### src/rtl/if_stage.sv
// Instruction fetch stage: one word per cycle from imem, with a one-entry skid
// buffer for decode stalls and branch redirect from execute.
module if_stage #(
  parameter logic [31:0] RESET_PC = 32'h0000_0000,
  parameter logic [31:0] NOP_INSN = 32'h0000_0013
) (
  input  logic        clk,
  input  logic        rst,
  output logic        imem_req,
  output logic [31:0] imem_addr,
  input  logic        imem_ack,
  input  logic [31:0] imem_rdata,
  input  logic        stall,
  input  logic        branch_taken,
  input  logic [31:0] branch_target,
  output logic [31:0] ir,
  output logic [31:0] ir_pc,
  output logic        ir_valid
);

  typedef enum logic [1:0] {
    S_IDLE = 2'd0,
    S_REQ  = 2'd1,
    S_HOLD = 2'd2
  } state_t;

  state_t      state_q, state_d;
  logic        req_q, req_d;
  logic [31:0] pc_q, pc_d;
  logic [31:0] ir_q, ir_d;
  logic [31:0] ir_pc_q, ir_pc_d;
  logic        ir_valid_q, ir_valid_d;
  logic [31:0] hold_insn_q, hold_insn_d;
  logic [31:0] hold_pc_q, hold_pc_d;

  always_comb begin
    state_d     = state_q;
    pc_d        = pc_q;
    ir_d        = ir_q;
    ir_pc_d     = ir_pc_q;
    ir_valid_d  = ir_valid_q;
    hold_insn_d = hold_insn_q;
    hold_pc_d   = hold_pc_q;

    if (branch_taken) begin
      // Redirect wins over everything; the buffer is emptied simply by leaving HOLD.
      pc_d       = branch_target & 32'hFFFF_FFFC;
      ir_d       = NOP_INSN;
      ir_valid_d = 1'b0;
      state_d    = S_REQ;
    end else begin
      unique case (state_q)
        S_IDLE: state_d = S_REQ;
        S_REQ: begin
          if (imem_ack) begin
            pc_d = pc_q + 32'd4;
            if (stall) begin
              hold_insn_d = imem_rdata;
              hold_pc_d   = pc_q;
              state_d     = S_HOLD;
            end else begin
              ir_d       = imem_rdata;
              ir_pc_d    = pc_q;
              ir_valid_d = 1'b1;
            end
          end else if (!stall) begin
            ir_d       = NOP_INSN;
            ir_valid_d = 1'b0;
          end
        end
        S_HOLD: begin
          if (!stall) begin
            ir_d       = hold_insn_q;
            ir_pc_d    = hold_pc_q;
            ir_valid_d = 1'b1;
            state_d    = S_REQ;
          end
        end
        default: state_d = S_IDLE;
      endcase
    end

    req_d = (state_d == S_REQ);
  end

  always_ff @(posedge clk or posedge rst) begin
    if (rst) begin
      state_q    <= S_IDLE;
      req_q      <= 1'b0;
      pc_q       <= RESET_PC;
      ir_q       <= NOP_INSN;
      ir_pc_q    <= 32'h0000_0000;
      ir_valid_q <= 1'b0;
    end else begin
      state_q    <= state_d;
      req_q      <= req_d;
      pc_q       <= pc_d;
      ir_q       <= ir_d;
      ir_pc_q    <= ir_pc_d;
      ir_valid_q <= ir_valid_d;
    end
  end

  // Buffer contents are only meaningful in HOLD, so they need no reset.
  always_ff @(posedge clk) begin
    hold_insn_q <= hold_insn_d;
    hold_pc_q   <= hold_pc_d;
  end

  assign imem_req  = req_q;
  assign imem_addr = pc_q;
  assign ir        = ir_q;
  assign ir_pc     = ir_pc_q;
  assign ir_valid  = ir_valid_q;

endmodule

### config.mk
export PLATFORM = sky130hd
export DESIGN_NAME = if_stage
export DESIGN_NICKNAME = d
export VERILOG_FILES = /design/src/rtl/if_stage.sv
export SDC_FILE = /design/constraint.sdc
export NUM_CORES = 1
export LEC_CHECK = 0
export CORE_MARGIN = 10
export CORE_UTILIZATION = 63
export CTS_CLUSTER_SIZE = 28
export DETAILED_ROUTE_END_ITERATION = 10
export DONT_BUFFER_PORTS = 1
export GPL_ROUTABILITY_DRIVEN = 1
export GPL_TIMING_DRIVEN = 0
export PLACE_DENSITY = 0.79
export SLEW_MARGIN = 5
export SYNTH_ARGS = -nofsm -noshare
export SYNTH_HDL_FRONTEND = slang
export SYNTH_SLANG_ARGS = --single-unit
### constraint.sdc
create_clock -name clk -period 7.2 [get_ports clk]
set_clock_uncertainty 0.05 [all_clocks]
set_input_delay 0.36 -clock clk [delete_from_list [all_inputs] [get_ports clk]]
set_output_delay 0.36 -clock clk [all_outputs]
set_load 0.005 [all_outputs]
# Word level (Yosys, flattened, before mapping)
# Cells that the tools add are included.
# classes
n_addsub,1
eq_ne,9
n_mux,23
bitwise,1
reduce_logical,10
# ops
cell,n
$mux W32,11
$pmux W32 S2,2
$add A32 B3 Y32 const B,1
$mux W2,4
$ne A2 B2 Y1 const B,3
$ne A3 B3 Y1 const B,2
$pmux W2 S3,1
$reduce_bool A2 Y1,3
$reduce_and A5 Y1,1
$eq A2 B1 Y1 const B,2
$mux W1,4
$ne A4 B4 Y1 const B,1
$reduce_and A2 Y1,2
$reduce_and A4 Y1,1
$reduce_and A3 Y1,1
$reduce_bool A3 Y1,1
$eq A2 B2 Y1 const B,1
$logic_not A2 Y1,1
$pmux W1 S2,1
$not A1 Y1,1
# totals
in_bits,69
wordCells,52
output_inout_bits,98
ff_bits,164

# Longest topological paths before layout
# Gate-level depths: netlist of run 1.
# depth
depth_word,5
ltp_mapped,9

# Least setup slack after synthesis of run 1
# OpenSTA, ideal clock, no wires.
# synth_timing
path_kind,reg2reg
from,reg state_q[1]
to,"reg hold_insn_q[0], enable pin"
setup_slack_ps,1476
setup_ps,558
synth_period_minus_slack_ps,5724
required_ps,6592
path_stages_with_launch,5
t_arrival_ps,5116
cell_sequence,dfrtp_1 > inv_1 > ha_1 > nand2_2 > nor3_1
# synth_between
elab_chain_len,2
# synth_rtl
item,line,text
from (decl),27,"state_t state_q, state_d;"
from (signal assigned),95,state_q <= state_d;
$eq A2 B1 Y1,52,unique case (state_q)
$reduce_and A4 Y1 (no source line),--,
to (signal assigned),106,hold_insn_q <= hold_insn_d;
to (decl),33,"logic [31:0] hold_insn_q, hold_insn_d;"
# Every way passes these cells.
# A chain may end at the register's enable or synchronous reset.

# Worst setup path after layout of run 1
# layout_timing
from,reg state_q[1]
to,"reg hold_pc_q[10], enable pin"
# layout_between
elab_chain_len,2
# layout_rtl
item,line,text
$eq A2 B1 Y1,52,
$reduce_and A4 Y1 (no source line),--,
to (signal assigned),107,hold_pc_q <= hold_pc_d;
to (decl),34,"logic [31:0] hold_pc_q, hold_pc_d;"
# Every way passes these cells.

==> results.toml, run 1 <==
[outcome]
status = "finished clean"

[drt]
postRouteWirelength_um = 18600
dr.pass1.iters = 5
drt-initial-drc-count = 409
vias = 5012
drc_errors = 0
ant_nets = 0
via_per_inst = 6.23
avgRoutedWirePerCell_um = 23.2

[setup_path]
crit_path_max_fanout = 12
cpLargestDelayFamily = "simple AND/OR/NAND/NOR gates"
cp.buffers_inverters = 3
endpoint_kind = "flop"
r2r.worst_path.cells = 6
start_kind = "flop"
crit_cells = 6
cp.required_ns = 7.36
crit_slowest_cell = "nor3_2"
max_stage_delay_ns = 0.56
worstSetupPathType = "reg2reg"
worstPathArrival_ns = 2.55
path_cells = "inv_1 > ha_1 > nand2_2 > nor3_2 > buf_8 > buf_4"

[final_layout]
syn2layout_area_growth_pct = 21.4
final_cell_area_mm2 = 0.00817
final_cell_mix = "93 x dfrtp_1, 91 x nand2_1, 63 x dlygate4sd3_1"
drive_gt1_share_pct = 10.8
final_common_cell = "dfrtp_1"
n_antenna_cell = 0
layout.nets = 729
fill_cells = 631

[synthesis]
netlist_instances = 563
synth_edf_count = 62
yosysSeqAreaShare_pct = 63.4
avgSynthCellArea_um2 = 12.0
synth_seq_cells = 158
ys_types = 44
yosysTopAreaCell = "dfrtp_1"
mappedNetlistArea_mm2 = 0.00673
synth_area_leaders = "dfrtp_1 35%, edfxtp_1 28%, nand2_1 5.1%"
async_flop_share_pct = 60.8
yosys.area.top_type_share_pct = 34.6
yosys_warnings = 0
ys.flop_type = "dfrtp_1"

[clock_network]
insertion_delay_ns = 0.52
clk_pin_slew_ns = 0.06
cts_buffers = 17
cts_setup_buffers = 0
cts_tree = "done"
post_cts_resized = 0
cts.sinks = 158
cts_root_buffer = "clkbuf_8"
cts_buffer_depth = 2
h-tree-depth = 4

[die]
initial_utilization_pct = 64.9
die_area_mm2 = 0.0152
dieWidth_um = 123
chipHeight_um = 123
fp-row-count = 37
core_area_mm2 = 0.0104
num_io_pins = 167

[grt]
antenna_found_initial = 0
grt_pass1_wl_um = 28700
grt_max_degree = 65
grt_overflow = 0
grt_util_all_layers_pct = 24.5
grt_pass1_vias = 5160

[sta]
slew_viol_final = 0
max_freq_ghz = 0.420
tns_ns = 0
setup_viol = 0
hold_viol_final = 0
worstMarginPinSlew_ns = 0.682
rsz0062_at_grt = "no"
min_period_ns = 2.38
fin_crit_sh_pct = 33.1
slew_headroom_pct = 54.3

[place]
postPlaceCellArea_mm2 = 0.00701
hpwlAfterDp_um = 12300
gp_congestion = 0.823
portBuffers = 0

[worst_hold_path]
hold_class = "in2reg"
hold_depth = 3

[flow_run]
drv_cap = 0

[power]
ir_worst_vdd_mv = 0.214
power.leakage_nw = 3.20
power.density_mw_per_mm2 = 287
-- repair_timing --
item	4_1_cts	5_1_grt
endpoints found under the hold margin	94	0
endpoints found under the setup margin	0	0
hold buffers	63	0
-- worst register-to-register path, stage by stage (launching register included) --
cell and delay [ns]:
dfrtp_1 0.42, inv_1 0.10, ha_1 0.29, nand2_2 0.19, nor3_2 0.56, buf_8 0.24
buf_4 0.23
-- flip-flops by register name (all words and copies together), names as in the netlist --
register and flops:
hold_insn_q 32, hold_pc_q 30, imem_addr 30, imem_req 1
ir 32, ir_pc 30, ir_valid 1, state_q 2
-- synthesized netlist by cell type (14+ instances only) --
master,number
a22oi_1,28
clkbuf_1,22
dfrtp_1,93
edfxtp_1,62
inv_1,14
mux2i_1,31
nand2_1,91
nand4_1,18
nor2_1,15
o21ai_0,36
o21ai_1,18
o31ai_1,29
xor2_1,17
-- worst paths after layout --
| path | to | slack [ns] | from |
|---|---|---|---|
| max | hold_pc_q[10] | 4.82 | state_q[1] |
| min | ir_valid | 0.02 | stall |
| max reg2reg | hold_pc_q[10] | 4.82 | state_q[1] |
| min reg2reg | hold_pc_q[9] | 0.46 | imem_addr[9] |
| max in group asynchronous | ir[0] | 6.09 | rst |
| min in group asynchronous | ir_pc[30] | 0.29 | rst |
-- area by class of cell --
type | count | area (µm²) | area share (%)
flip-flops and latches | 158 | 4270 | 52.2
inverters | 14 | 55.1 | 0.674
plain buffers | 40 | 188 | 2.30
well taps | 136 | 170 | 2.08
clock buffers | 21 | 439 | 5.38
repair buffers | 70 | 718 | 8.79
clock inverters | 11 | 95.1 | 1.16
multi-input cells | 354 | 2240 | 27.4
-- cells by family after synthesis --
group | Yosys count | share of synthesized area [%]
mux | 37 | 5.62
simple gates | 154 | 10.7
xor+xnor | 29 | 3.77
other cells | 1 | 0.0557
flops | 158 | 63.4
fa+ha+maj | 5 | 0.930
compound gates | 125 | 11.9
buf+inv | 54 | 3.57
-- per-stage QoR --
stage | hold WS, ns | utilization (%) | std cells | total power [W] | worst slack (ns)
6_report | 0.0173 | 78.8 | 804 | 0.00235 | 4.82
5_1_grt | 0.00157 | 78.8 | 804 | 0.00245 | 4.69
4_1_cts | 0.00560 | 78.8 | 804 | 0.00234 | 4.81
3_5_place_dp | 0.220 | 67.6 | 709 | 0.00151 | 4.78
3_3_place_gp | 0.409 | 66.6 | 702 | 0.00148 | -0.742
2_1_floorplan | 0.409 | - | 566 | 0.00139 | 1.48
-- power by group --
part           switching [W]  leakage, nW  internal [W]
combinational       0.000181         1.17      0.000122
clock               0.000353        0.246      0.000465
sequential          0.000147         1.78       0.00108
total               0.000680         3.20       0.00167
-- layer usage --
metal | global-route usage [%] | wire (µm) | share of wire, % | vias up
met1 | 28.8 | 6870 | 37 | 2514
met4 | 8.52 | 282 | 1.5 | 0
li1 | - | - | - | 2205
met5 | 0 | 0 | 0 | -
met2 | 40.3 | 9420 | 51 | 269
met3 | 9.71 | 2060 | 11 | 24
Note: power is estimated with default switching activity, not from simulation.
==> run 2: changes to the inputs <==
--- a/config.mk
+++ b/config.mk
@@ -6,13 +6,13 @@
 export NUM_CORES = 1
 export LEC_CHECK = 0
 export CORE_MARGIN = 10
-export CORE_UTILIZATION = 63
+export CORE_UTILIZATION = 57
 export CTS_CLUSTER_SIZE = 28
 export DETAILED_ROUTE_END_ITERATION = 10
 export DONT_BUFFER_PORTS = 1
 export GPL_ROUTABILITY_DRIVEN = 1
 export GPL_TIMING_DRIVEN = 0
-export PLACE_DENSITY = 0.79
+export PLACE_DENSITY = 0.75
 export SLEW_MARGIN = 5
 export SYNTH_ARGS = -nofsm -noshare
 export SYNTH_HDL_FRONTEND = slang
==> constraint.sdc (replaced) <==
create_clock -name clk -period 2.1 [get_ports clk]
set_clock_uncertainty 0.05 [all_clocks]
set_input_delay 0.105 -clock clk [delete_from_list [all_inputs] [get_ports clk]]
set_output_delay 0.105 -clock clk [all_outputs]
set_load 0.005 [all_outputs]
==> results.toml, run 2 (synthesis results as in run 1) <==
[power]
power.density_mw_per_mm2 = 1030
ir_worst_vdd_mv = 0.744
totalPowerFinal_w = 0.00873
power.leakage_nw = 3.35

[place]
portBuffers = 0
placed_cells = 714
hpwlAfterDp_um = 12400
gp_congestion = 0.800

[drt]
drt-initial-drc-count = 468
vias = 4961
dr.pass1.iters = 5
postRouteWirelength_um = 18300
drc_errors = 0
via_per_inst = 6.05
avgRoutedWirePerCell_um = 22.3
ant_nets = 0

[sta]
slew_headroom_pct = 58.7
hold_viol_final = 0
max_freq_ghz = 0.504
min_period_ns = 1.99
setup_viol = 0
worstMarginPinSlew_ns = 0.620
rsz0062_at_grt = "no"
slew_viol_final = 0
fin_crit_sh_pct = 94.6
holdWs_ns = 0.0275

[final_layout]
final_cells = 820
final_common_cell = "dfrtp_1"
syn2layout_area_growth_pct = 26.1
layout.nets = 739
drive_gt1_share_pct = 13.0
final_cell_mix = "92 x dfrtp_1, 91 x nand2_1, 68 x dlygate4sd3_1"
n_antenna_cell = 0

[clock_network]
insertion_delay_ns = 0.42
clk_pin_slew_ns = 0.06
cts_tree = "done"
cts.sinks = 158
cts_buffer_depth = 2
cts_root_buffer = "clkbuf_16"
h-tree-depth = 4
cts_buffers = 17

[grt]
antenna_found_initial = 0
grt_max_degree = 40
grt_pass1_wl_um = 28600
grt_overflow = 0
grt_pass1_vias = 5123
grt_util_all_layers_pct = 21.9

[outcome]
status = "finished clean"

[setup_path]
r2r.worst_path.cells = 7
cp.required_ns = 2.36
start_kind = "flop"
worstPathArrival_ns = 2.24
crit_path_max_fanout = 7
worstSetupPathType = "reg2reg"
endpoint_kind = "flop"

[worst_hold_path]
hold_class = "in2reg"
hold_depth = 3

[die]
fp-row-count = 39
chipHeight_um = 129
die_area_mm2 = 0.0166
dieWidth_um = 129
num_io_pins = 167
core_area_mm2 = 0.0115
initial_utilization_pct = 58.7

[flow_run]
drv_cap = 0
[run 2: cell count changes in the layout (fill, tap and decap cells not counted), sizes merged]
| cell | change |
|---|---|
| clkbuf | +7 |
| bufinv | +5 |
| clkinvlp | -5 |
| dlygate4sd3 | +5 |
| clkinv | -2 |
| inv | -1 |
[run 2: metrics by stage]
stage	area [µm²]	setup slack [ns]	TNS, ns	util [%]
final	8480	0.114	0	74.0
after CTS	8390	0.0226	0	73.2
after floorplan	6770	-0.639	-39.63	-
after global routing	8480	0.000156	0	74.0
after detailed placement	7050	-0.0232	-0.0312	61.5
after global placement	6950	-1.41	-87.45	60.6
[run 2: layout make-up]
| cell class | instances | area, µm² |
|---|---|---|
| Clock inverter | 8 | 189 |
| Buffer | 40 | 206 |
| Inverter | 14 | 56.3 |
| Multi-Input combinational cell | 354 | 2280 |
| Clock buffer | 23 | 468 |
| Sequential cell | 158 | 4270 |
| Timing Repair Buffer | 80 | 831 |
| Tap cell | 143 | 179 |
| Fill cell | 735 | 2990 |
[run 2: path summary, 6_finish.rpt]
| check | start | end | slack [ns] |
|---|---|---|---|
| min in group asynchronous | rst | ir_pc[9] | 0.17 |
| worst min-delay path | stall | state_q[1] | 0.03 |
| worst max-delay path | state_q[1] | imem_addr[22] | 0.11 |
| worst min register to register | ir_pc[6] | ir_pc[6] | 0.46 |
| max in group asynchronous | rst | ir[0] | 1.23 |
| worst max register to register | state_q[1] | imem_addr[22] | 0.11 |
[run 2: repair_timing]
| item | in CTS | in global routing |
|---|---|---|
| hold buffers | 68 | 0 |
| endpoints found under the hold margin | 188 | 0 |
| pin swaps | 0 | 3 |
| buffers inserted | 0 | 7 |
| setup endpoints to repair | 3 | 80 |
| resized for setup | 1 | 22 |
[run 2: critical path: stages (launching register included)]
cell     delay [ns]
dfrtp_1        0.43
inv_2          0.10
ha_4           0.18
nand4_2        0.23
nor2_4         0.28
nand4_1        0.17
xnor2_1        0.17
mux2_2         0.26
[run 2: where the power goes]
part / switching (W) / total, W / leakage, nW / internal (W)
clock: 0.00116 / 0.00344 / 0.319 / 0.00228
sequential: 0.000498 / 0.00420 / 1.78 / 0.00370
combinational: 0.000627 / 0.00109 / 1.26 / 0.000466
total: 0.00229 / 0.00873 / 3.35 / 0.00645
[run 2: layer usage]
metal	vias to the layer above	share of wire, %	track usage [%]
li1	2225	-	-
met1	2469	37	25.6
met2	241	51	36.3
met3	26	10	7.89
met4	0	1.8	7.79
met5	-	0	0
